==> config.mk <==
export PLATFORM = sky130hd
export DESIGN_NAME = uart_tx_flat
export DESIGN_NICKNAME = d
export VERILOG_FILES = /design/src/rtl/uart_tx_if.sv /design/src/rtl/uart_tx.sv /design/src/flat_wrapper.sv
export SDC_FILE = /design/constraint.sdc
export NUM_CORES = 1
export LEC_CHECK = 0
export CORE_ASPECT_RATIO = 1.1
export CORE_MARGIN = 2
export CORE_UTILIZATION = 30
export DETAILED_ROUTE_END_ITERATION = 16
export PLACE_DENSITY = 0.55
export SYNTH_ARGS = -nofsm -noshare
export SYNTH_HDL_FRONTEND = slang
export SYNTH_SLANG_ARGS = --single-unit
==> constraint.sdc <==
create_clock -name i_Clock -period 1.75 [get_ports i_Clock]
set_input_delay 0.4375 -clock i_Clock [delete_from_list [all_inputs] [get_ports i_Clock]]
set_output_delay 0.4375 -clock i_Clock [all_outputs]
set_load 0.02 [all_outputs]
==> src/rtl/uart_tx_if.sv <==
// Byte-in handshake and serial-out bundle for uart_tx.
// master drives the byte side (producer); slave is the transmitter itself.
interface uart_tx_if;
  // Handshake: a byte moves on a rising edge where i_Tx_DV && o_Tx_Ready. The
  // producer may hold i_Tx_DV high indefinitely. i_Tx_Byte is only looked at
  // on that edge. i_Tx_DV seen while o_Tx_Ready is low is dropped, not queued.
  logic       i_Tx_DV;
  logic [7:0] i_Tx_Byte;
  logic       o_Tx_Ready;
  logic       o_Tx_Active;
  logic       o_Tx_Serial;
  logic       o_Tx_Done;
  logic [2:0] o_State_Dbg;

  modport master (
    output i_Tx_DV,
    output i_Tx_Byte,
    input  o_Tx_Ready,
    input  o_Tx_Active,
    input  o_Tx_Serial,
    input  o_Tx_Done,
    input  o_State_Dbg
  );

  modport slave (
    input  i_Tx_DV,
    input  i_Tx_Byte,
    output o_Tx_Ready,
    output o_Tx_Active,
    output o_Tx_Serial,
    output o_Tx_Done,
    output o_State_Dbg
  );
endinterface

==> src/rtl/uart_tx.sv <==
// UART transmitter: start, 8 data bits LSB first, optional even parity, one stop bit.
// Define UART_TX_PARITY_EN to compile in the parity bit (11-bit frame); otherwise 10-bit frame.
module uart_tx #(
  parameter int unsigned CLKS_PER_BIT = 3
) (
  input logic     i_Clock,
  input logic     i_Rst_L,
  uart_tx_if.slave tx
);

  typedef enum logic [2:0] {
    S_IDLE   = 3'd0,
    S_START  = 3'd1,
    S_DATA   = 3'd2,
    S_PARITY = 3'd3,
    S_STOP   = 3'd4
  } state_e;

  localparam logic [7:0] BIT_LAST = 8'(CLKS_PER_BIT - 1);
  localparam logic [7:0] STOP_END = 8'(CLKS_PER_BIT);

  state_e     state_q, state_d;
  logic [7:0] cnt_q, cnt_d;
  logic [2:0] idx_q, idx_d;
  logic [7:0] data_q, data_d;
  logic       serial_q, serial_d;
  logic       active_q, active_d;
  logic       done_q, done_d;
`ifdef UART_TX_PARITY_EN
  logic       par_q, par_d;
`endif

  logic accept;
  logic bit_end;

  assign accept  = tx.i_Tx_DV && (state_q == S_IDLE);
  assign bit_end = (cnt_q == BIT_LAST);

  always_comb begin
    state_d  = state_q;
    cnt_d    = cnt_q;
    idx_d    = idx_q;
    data_d   = data_q;
    serial_d = 1'b1;
    active_d = 1'b0;
    done_d   = 1'b0;
`ifdef UART_TX_PARITY_EN
    par_d    = par_q;
`endif
    case (state_q)
      S_IDLE: begin
        cnt_d = 8'd0;
        if (accept) begin
          data_d  = tx.i_Tx_Byte;
          idx_d   = 3'd0;
          state_d = S_START;
`ifdef UART_TX_PARITY_EN
          par_d   = ^tx.i_Tx_Byte;
`endif
        end
      end
      S_START: begin
        serial_d = 1'b0;
        active_d = 1'b1;
        if (bit_end) begin
          cnt_d   = 8'd0;
          state_d = S_DATA;
        end else begin
          cnt_d = cnt_q + 8'd1;
        end
      end
      S_DATA: begin
        serial_d = data_q[idx_q];
        active_d = 1'b1;
        if (bit_end) begin
          cnt_d = 8'd0;
          if (idx_q == 3'd7) begin
            idx_d = 3'd0;
`ifdef UART_TX_PARITY_EN
            state_d = S_PARITY;
`else
            state_d = S_STOP;
`endif
          end else begin
            idx_d = idx_q + 3'd1;
          end
        end else begin
          cnt_d = cnt_q + 8'd1;
        end
      end
`ifdef UART_TX_PARITY_EN
      S_PARITY: begin
        serial_d = par_q;
        active_d = 1'b1;
        if (bit_end) begin
          cnt_d   = 8'd0;
          state_d = S_STOP;
        end else begin
          cnt_d = cnt_q + 8'd1;
        end
      end
`endif
      S_STOP: begin
        // One cycle past the bit: the line register lags the state by a cycle,
        // so Ready/Done rise only once the stop bit has fully left the pin.
        if (cnt_q == STOP_END) begin
          cnt_d   = 8'd0;
          done_d  = 1'b1;
          state_d = S_IDLE;
        end else begin
          active_d = 1'b1;
          cnt_d    = cnt_q + 8'd1;
        end
      end
      default: begin
        cnt_d   = 8'd0;
        idx_d   = 3'd0;
        state_d = S_IDLE;
      end
    endcase
  end

  always_ff @(posedge i_Clock) begin
    if (!i_Rst_L) begin
      state_q  <= S_IDLE;
      cnt_q    <= 8'd0;
      idx_q    <= 3'd0;
      data_q   <= 8'd0;
      serial_q <= 1'b1;
      active_q <= 1'b0;
      done_q   <= 1'b0;
`ifdef UART_TX_PARITY_EN
      par_q    <= 1'b0;
`endif
    end else begin
      state_q  <= state_d;
      cnt_q    <= cnt_d;
      idx_q    <= idx_d;
      data_q   <= data_d;
      serial_q <= serial_d;
      active_q <= active_d;
      done_q   <= done_d;
`ifdef UART_TX_PARITY_EN
      par_q    <= par_d;
`endif
    end
  end

  assign tx.o_Tx_Ready  = (state_q == S_IDLE);
  assign tx.o_Tx_Active = active_q;
  assign tx.o_Tx_Serial = serial_q;
  assign tx.o_Tx_Done   = done_q;
  assign tx.o_State_Dbg = state_q;

endmodule
==> src/flat_wrapper.sv <==
// flat-port wrapper written by rule: the top's interface ports become plain ports
module uart_tx_flat 
#(
  parameter int unsigned CLKS_PER_BIT = 3
)
  (i_Clock, i_Rst_L, tx_i_Tx_DV, tx_i_Tx_Byte, tx_o_Tx_Ready, tx_o_Tx_Active, tx_o_Tx_Serial, tx_o_Tx_Done, tx_o_State_Dbg);
  uart_tx_if tx_i ();
  input logic i_Clock;
  input logic i_Rst_L;
  input wire logic [$bits(tx_i.i_Tx_DV)-1:0] tx_i_Tx_DV;
  input wire logic [$bits(tx_i.i_Tx_Byte)-1:0] tx_i_Tx_Byte;
  output wire logic [$bits(tx_i.o_Tx_Ready)-1:0] tx_o_Tx_Ready;
  output wire logic [$bits(tx_i.o_Tx_Active)-1:0] tx_o_Tx_Active;
  output wire logic [$bits(tx_i.o_Tx_Serial)-1:0] tx_o_Tx_Serial;
  output wire logic [$bits(tx_i.o_Tx_Done)-1:0] tx_o_Tx_Done;
  output wire logic [$bits(tx_i.o_State_Dbg)-1:0] tx_o_State_Dbg;
  assign tx_i.i_Tx_DV = tx_i_Tx_DV;
  assign tx_i.i_Tx_Byte = tx_i_Tx_Byte;
  assign tx_o_Tx_Ready = tx_i.o_Tx_Ready;
  assign tx_o_Tx_Active = tx_i.o_Tx_Active;
  assign tx_o_Tx_Serial = tx_i.o_Tx_Serial;
  assign tx_o_Tx_Done = tx_i.o_Tx_Done;
  assign tx_o_State_Dbg = tx_i.o_State_Dbg;
  uart_tx #(.CLKS_PER_BIT(CLKS_PER_BIT)) u_core (.i_Clock(i_Clock), .i_Rst_L(i_Rst_L), .tx(tx_i));
endmodule
=== Word-level counts from Yosys, hierarchy flattened ===
Index checks and enable logic that the tools add are counted.
W data, S select, Z words.

* Output and inout bits: 7
* Word-level logic and storage cells: 49
* Flip-flop bits (word level): 25
* Bits of input ports: 11

* $add $sub $neg: 2
* Mux-type cells: 19
* Bitwise gates (word level): 1
* Order comparisons: 1
* Eq/ne operators: 11
* Reductions and logical operators: 8

{| class="wikitable"
|+ Operators with widths
! operator !! count
|-
| $mux W3 || 8
|-
| $eq A8 B2 Y1 const B || 2
|-
| $mux W8 || 2
|-
| $pmux W8 S2 || 1
|-
| $pmux W3 S4 || 1
|-
| $ne A2 B1 Y1 const B || 5
|-
| $pmux W3 S3 || 1
|-
| $add A8 B1 Y8 const B || 1
|-
| $eq A3 B3 Y1 const B || 2
|-
| $reduce_and A5 Y1 || 1
|-
| $lt A3 B4 Y1 const B || 1
|-
| $pmux W1 S2 || 2
|-
| $reduce_and A2 Y1 || 2
|-
| $reduce_or A2 Y1 || 2
|-
| $add A3 B1 Y3 const B || 1
|-
| $bmux W1 S3 || 1
|-
| $eq A3 B1 Y1 const B || 1
|-
| $eq A3 B2 Y1 const B || 1
|-
| $logic_not A3 Y1 || 1
|-
| $mux W1 || 3
|-
| $reduce_and A3 Y1 || 1
|-
| $logic_and A1 B1 Y1 || 1
|-
| $not A1 Y1 || 1
|}

=== Logic depth before layout (Yosys ltp) ===
Gate-level depths: netlist of run 1.

* Depth in word-level cells: 4
* Gate-level depth with buffers: 6
* Gate-level depth less buffers: 5

=== Worst setup path after synthesis of run 1 ===
OpenSTA, ideal clock, no wires.

* Path type: register to register
* Start: register u_core.state_q[0] (netlist: u_core.tx.o_State_Dbg[0])
* End: register u_core.data_q[0]
* Arrival time: 1.606 ns
* Path slack: 0.074 ns
* Period minus slack after synthesis: 1.676 ns
* Path buffers: 2
* Cell stages (with the launch flop): 7
* Data required time: 1.680 ns
* Library setup time: 0.070 ns
* Cell sequence: dfxtp_1 -> buf_2 -> nor3_1 -> and2_1 -> buf_2 -> nand2_1 -> a21oi_1

* Cells in the longest elaborated chain, start to end: 3

{| class="wikitable"
|+ RTL lines
! element !! RTL line !! text
|-
| from (decl) || uart_tx.sv:22 || <nowiki>state_e state_q, state_d;</nowiki>
|-
| from (signal assigned) || uart_tx.sv:136 || <nowiki>state_q <= state_d;</nowiki>
|-
| $logic_not A3 Y1 * || - ||
|-
| via tx_o_Tx_Ready || flat_wrapper.sv:12 || <nowiki>output wire logic [$bits(tx_i.o_Tx_Ready)-1:0] tx_o_Tx_Ready;</nowiki>
|-
| $logic_and A1 B1 Y1 || uart_tx.sv:36 || <nowiki>assign accept = tx.i_Tx_DV && (state_q == S_IDLE);</nowiki>
|-
| $reduce_and A2 Y1 (no line) * || - ||
|-
| to (signal assigned) || uart_tx.sv:139 || <nowiki>data_q <= data_d;</nowiki>
|-
| to (decl) || uart_tx.sv:25 || <nowiki>logic [7:0] data_q, data_d;</nowiki>
|}

Mark *: on every way through the listed nets, which the timed path passes. The rest lies on a longest branch.
A chain may end at the register's enable or synchronous reset.

=== Final worst setup path of run 1 ===
* Start: register u_core.done_q (netlist: u_core.tx.o_Tx_Done)
* End: output tx_o_Tx_Done

{| class="wikitable"
|+ RTL lines
! element !! RTL line !! text
|-
| from (decl) || uart_tx.sv:28 || <nowiki>logic done_q, done_d;</nowiki>
|-
| from (signal assigned) || uart_tx.sv:142 || <nowiki>done_q <= done_d;</nowiki>
|-
| to (decl) || flat_wrapper.sv:15 || <nowiki>output wire logic [$bits(tx_i.o_Tx_Done)-1:0] tx_o_Tx_Done;</nowiki>
|}

No word-level cell between the ends.

==> flow_summary.ini, run 1 <==
[timing]
min_period_over_period_pct = 93.2
fin_ws_ps = 119
maxSlewViolCount = 0
setup_viol = 0
hold_violations = 0
finClkSkew_ps = 0.938
tightest_slew_ps = 445
rsz0062_at_grt = false
relSlewSlack_pct = 70.1
setup_tns_ps = 0
fmax_mhz = 613
fin_crit_ps = 1630

[clock_tree]
cts.path.max_buffers = 2
cts.clk_slew.worst_paths_ps = 90
cts-htree-levels = 1
hold_buffers = 0
cts_inserted_buffers = 3
clk_latency_ps = 280
cts_tree = done
clockRootBuffer = clkbuf_8
cts_sinks = 25

[cells_and_area]
syn2layout_area_growth_pct = 28.0
fin_util_pct = 40.0
fin_area_um2 = 1450
diodes = 0
layout-drive-gt1-share_pct = 13.3
register_area_um2 = 500
multi_input_comb_area_um2 = 612
fill_cells = 397
fin_nets = 166

[setup_path]
crit_slowest_cell = clkdlybuf4s50_1
critPathKind = reg2out
cp_max_fo = 1
path_cells = clkdlybuf4s50_1
r2r_cells = 4
crit_start = u_core.tx.o_Tx_Done$_SDFF_PN0_
end_kind = primary output
max_stage_delay_ps = 590
path_depth = 1
critPathArrivalTime_ps = 1190
timing.critical_path.to = tx_o_Tx_Done
cp_num_buf_inv = 1
path_delay_family = buffers and inverters
cp.required_ps = 1310
rrSetupSlack_ps = 150
startpoint_type = flip-flop
r2r-start = u_core.cnt_q[2]$_SDFF_PN0_
regToRegEndpoint = u_core.idx_q[2]$_SDFFE_PN0P_

[synthesis]
ys_seq_area_share_pct = 44.2
synth_cell_types = 30
postSynthCellCount = 126
yosysTopAreaCell = dfxtp_1
synth.most_common_cell = dfxtp_1
ys_seq_elements = 25
ys_warn_count = 0
synth-main-ff-cell = dfxtp_1
synth_enable_flop_cells = 0
synth_area_um2 = 1130
netlist.area_leader.share_pct = 44.2
async_reset_ff_share_pct = 0
synth.area.top_cells = dfxtp_1, nand2_1, nor2_1
synth_common_cells = dfxtp_1, nand2_1, nor2_1
avgSynthCellArea_um2 = 8.99
syn-num-nets = 141

[route]
drc_errors = 0
postRouteAntennaNets = 0
wl_per_cell_um = 12.0
drt-vias-per-instance = 4.67
vias = 933
drtIter0Drc = 25
drt-pass1-iter-count = 4
wl_um = 2390

[power_and_ir_drop]
p_seq_share_pct = 55.4
switching_share_pct = 25.0
power_density_nw_per_um2 = 739
pwr-share-comb_pct = 10.4
clkPwrFrac_pct = 34.2
p_leak_nw = 0.528
intPower_mw = 0.803
p_total_mw = 1.07
p_sw_mw = 0.268
ir_drop_mv = 0.331

[min_path]
hp-class = reg2reg
whs_path_depth = 2

[floorplanning]
fp.dieH_um = 68.4
dieArea_um2 = 4280
io_pins = 18
core_area_um2 = 3630
num_rows = 23
start_util_pct = 31.2
dieWidth_um = 62.6

[global_routing]
grt_pass1_wl_um = 4080
grt_overflow_total = 0
grtUsageTotal_pct = 12.4
grt_max_degree = 16
antenna_found_initial = 0
grt_pass1_vias = 892

[place]
gp_congestion = 0.809
preCtsSetupSlack_ps = 47.3
placed_area_um2 = 1390
hpwl_um = 1820
port_buffers = 17

[job]
maxCapViolCount = 0

[status]
status = finished clean
[flip-flops by register name, summed over array words and instances, names as in the netlist]
register / cells
u_core.tx.o_State_Dbg: 3
u_core.tx.o_Tx_Active: 1
u_core.cnt_q: 8
u_core.idx_q: 3
u_core.data_q: 8
u_core.tx.o_Tx_Done: 1
u_core.tx.o_Tx_Serial: 1
[power by group through the flow]
stage / Sequential, mW / Clock, mW / Combinational, mW
after floorplan: 0.610 / 0 / 0.0592
after global placement: 0.607 / 0 / 0.111
after detailed placement: 0.607 / 0 / 0.113
after CTS: 0.594 / 0.363 / 0.111
after global routing: 0.597 / 0.398 / 0.123
final: 0.594 / 0.366 / 0.111
[through the flow]
| stage | std cells | hold slack, ps |
|---|---|---|
| 2_1_floorplan | 126 | 433 |
| 3_3_place_gp | 195 | 440 |
| 3_5_place_dp | 195 | 451 |
| 4_1_cts | 199 | 464 |
| 5_1_grt | 200 | 488 |
| 6_report | 200 | 459 |
[how the worst min path moves through the flow]
stage                                  startpoint                       endpoint
floorplan           u_core.data_q[2]$_SDFFE_PN0P_  u_core.data_q[2]$_SDFFE_PN0P_
global placement    u_core.data_q[1]$_SDFFE_PN0P_  u_core.data_q[1]$_SDFFE_PN0P_
detailed placement  u_core.data_q[1]$_SDFFE_PN0P_  u_core.data_q[1]$_SDFFE_PN0P_
CTS                 u_core.data_q[1]$_SDFFE_PN0P_  u_core.data_q[1]$_SDFFE_PN0P_
global route        u_core.data_q[1]$_SDFFE_PN0P_  u_core.data_q[1]$_SDFFE_PN0P_
finish              u_core.data_q[1]$_SDFFE_PN0P_  u_core.data_q[1]$_SDFFE_PN0P_
[what timing repair did]
| item | CTS | global route |
|---|---|---|
| endpoints found under the setup margin | 4 | 9 |
| buffers inserted | 0 | 1 |
| resized for setup | 4 | 1 |
| pin swaps | 0 | 1 |
| gates cloned | 0 | 0 |
[cells in the final DEF (no fill, tap or decap)]
| cell type | n |
|---|---|
| dfxtp_1 | 25 |
| nand2_1 | 23 |
| nor2_1 | 17 |
| clkdlybuf4s50_1 | 13 |
| nand3_1 | 9 |
| a21oi_1 | 9 |
| buf_4 | 7 |
| xnor2_1 | 5 |
| ha_1 | 4 |
| dlygate4sd2_1 | 4 |
| nor3_1 | 3 |
| mux2i_1 | 3 |
| clkbuf_8 | 3 |
| inv_1 | 2 |
| nor2b_1 | 2 |
| mux4_2 | 2 |
| xor2_1 | 2 |
| nor3_2 | 1 |
| nor4_4 | 1 |
| or3b_1 | 1 |
| a31oi_4 | 1 |
| a311oi_1 | 1 |
| o21ai_2 | 1 |
| and2_1 | 1 |
| nor3b_2 | 1 |
| o31ai_1 | 1 |
| a21oi_2 | 1 |
| nand3b_1 | 1 |
| nand4_1 | 1 |
| and3_2 | 1 |
| a31oi_1 | 1 |
| a41oi_1 | 1 |
| a22oi_1 | 1 |
| clkinvlp_4 | 1 |
[tightest hold or removal path: stages, from the launching register on]
cell,delay [ps]
dfxtp_1,320
nand2_1,50
a21oi_1,50
[cell families after synthesis]
logic type / count (synthesis) / synth area share, %
AOI/OAI and AO/OA: 17 / 10.8
xor gates and xnor gates: 7 / 5.41
adders and majority gates: 4 / 4.42
buffers and inverters: 6 / 2.21
DFF: 25 / 44.2
muxes: 5 / 6.63
and+or+nand+nor: 62 / 26.3
[area by class of cell]
class	instances	area share, %
clock buffer	3	2.85
multi-input combinational	95	42.2
clock inverter	1	0.518
sequential	25	34.5
timing repair buffer	24	15.0
tap	50	4.32
inverter	2	0.518
[per-layer routing]
metal	global-route usage, %	wire [µm]	up-vias
met5	0	0	-
met4	5.00	36	0
met3	2.14	95	5
met2	23.4	1210	20
met1	14.1	1050	429
li1	-	-	479
(Power assumes the default switching activity.)
==> run 2, diff against run 1 <==
- HOLD_SLACK_MARGIN: not set -> 0.08
==> results of run 2 <==
No change in the layout: final DEF, timing and power equal those of run 1.
==> run 3, diff against run 2 <==
- PLACE_DENSITY: 0.55 -> not set
- PLACE_DENSITY_LB_ADDON: not set -> 0.25
==> flow_summary.ini, run 3 (synthesis gave the netlist of run 1 again) <==
[timing]
maxSlewViolCount = 0
rsz0062_at_grt = false
relSlewSlack_pct = 68.9
fin_crit_ps = 1610
fmax_mhz = 622
hold_violations = 0
setup_tns_ps = 0
setup_viol = 0
min_period_over_period_pct = 91.8
finClkSkew_ps = 5.12
hold-worst-slack_ps = 459
tightest_slew_ps = 465

[place]
hpwl_um = 1790
post-place-cells = 194
gp_congestion = 0.702
port_buffers = 17

[cells_and_area]
syn2layout_area_growth_pct = 26.6
final_common_cell = dfxtp_1
diodes = 0
final_cell_mix = dfxtp_1, nand2_1, nor2_1
largestRegisters = u_core.cnt_q: 8 flops, u_core.data_q: 8 flops
layout-drive-gt1-share_pct = 12.1
fill_cells = 387
fin_util_pct = 39.5
fin_nets = 165
fin_cells = 199

[clock_tree]
clk_latency_ps = 260
hold_buffers = 0
cts_sinks = 25
cts.path.max_buffers = 2
cts_inserted_buffers = 3
cts_tree = done
cts.clk_slew.worst_paths_ps = 90
clockRootBuffer = clkbuf_8
cts-htree-levels = 1

[route]
drtIter0Drc = 13
postRouteAntennaNets = 0
wl_per_cell_um = 11.3
drt-pass1-iter-count = 4
wl_um = 2250
vias = 915
drt-vias-per-instance = 4.60
drc_errors = 0

[setup_path]
rrSetupSlack_ps = 170
path_cells = nor3_1 > dlygate4sd2_1
max_stage_delay_ps = 370
crit_slowest_cell = dlygate4sd2_1
critPathArrivalTime_ps = 1170
critPathKind = reg2out
cp.required_ps = 1310
cp_max_fo = 2
end_kind = primary output
path_delay_family = buffers and inverters
startpoint_type = flip-flop
cp_num_buf_inv = 1

[power_and_ir_drop]
power_density_nw_per_um2 = 728
p_leak_nw = 0.525
ir_drop_mv = 0.246
p_total_mw = 1.04

[global_routing]
antenna_found_initial = 0
grt_pass1_vias = 910
grt_pass1_wl_um = 3950
grtUsageTotal_pct = 11.6
grt_max_degree = 15
grt_overflow_total = 0

[job]
maxCapViolCount = 0

[floorplanning]
dieWidth_um = 62.6
start_util_pct = 31.2
core_area_um2 = 3630
num_rows = 23
dieArea_um2 = 4280
fp.dieH_um = 68.4
io_pins = 18

[min_path]
hp-class = reg2reg

[status]
status = finished clean
[run 3: changes by cell type in the layout (fill, tap and decap cells not counted)]
cell,change
buf_4,-1
clkinvlp_4,-1
clkinv_2,+1
nor3_2,-1
nor3_1,+1
[run 3: timing repair]
| action | 4_1_cts | 5_1_grt |
|---|---|---|
| endpoints found under the setup margin | 4 | 4 |
| resized for setup | 4 | 0 |
| buffers inserted | 0 | 1 |
| pin swaps | 0 | 2 |
[run 3: final cells by class]
type	count	area [µm²]	share of cell area, %
clock inverters	1	5.00	0.349
repair buffers	23	210	14.7
well taps	50	62.6	4.36
multi-input cells	95	607	42.3
inverters	2	7.51	0.524
clock buffers	3	41.3	2.88
flip-flops and latches	25	500	34.9
[run 3: per-stage QoR]
stage,setup WS (ps),area (µm²)
after floorplan,73.9,1130
after global placement,122,1390
after detailed placement,54.1,1390
after CTS,108,1430
after global routing,61.2,1430
final,143,1430
[run 3: final timing paths]
kind / cells past startpoint / end / start
hold reg to reg: 2 / u_core.data_q[7]$_SDFFE_PN0P_ / u_core.data_q[7]$_SDFFE_PN0P_
hold / removal: 2 / u_core.data_q[7]$_SDFFE_PN0P_ / u_core.data_q[7]$_SDFFE_PN0P_
setup / recovery: 2 / tx_o_Tx_Ready / u_core.tx.o_State_Dbg[1]$_SDFFE_PN0P_
setup reg to reg: 5 / u_core.cnt_q[4]$_SDFF_PN0_ / u_core.cnt_q[5]$_SDFF_PN0_
[run 3: tightest hold or removal path: cells and delay by family (launching register included)]
family           cells  cell delay (ps)
AO/OA/AOI/OAI        1               50
flip-flops           1              320
AND/OR/NAND/NOR      1               50
[run 3: routing by layer]
metal  wire (µm)  vias to the layer above  track usage, %
li1            -                      478               -
met1        1100                      423            14.0
met2        1080                       12            21.5
met3          55                        2            1.48
met4          20                        0            4.17
met5           0                        -               0
[run 3: power breakdown]
part	total, mW	internal, mW	switching [mW]
combinational	0.111	0.0561	0.0549
sequential	0.593	0.585	0.00820
clock	0.339	0.159	0.180
total	1.04	0.800	0.243
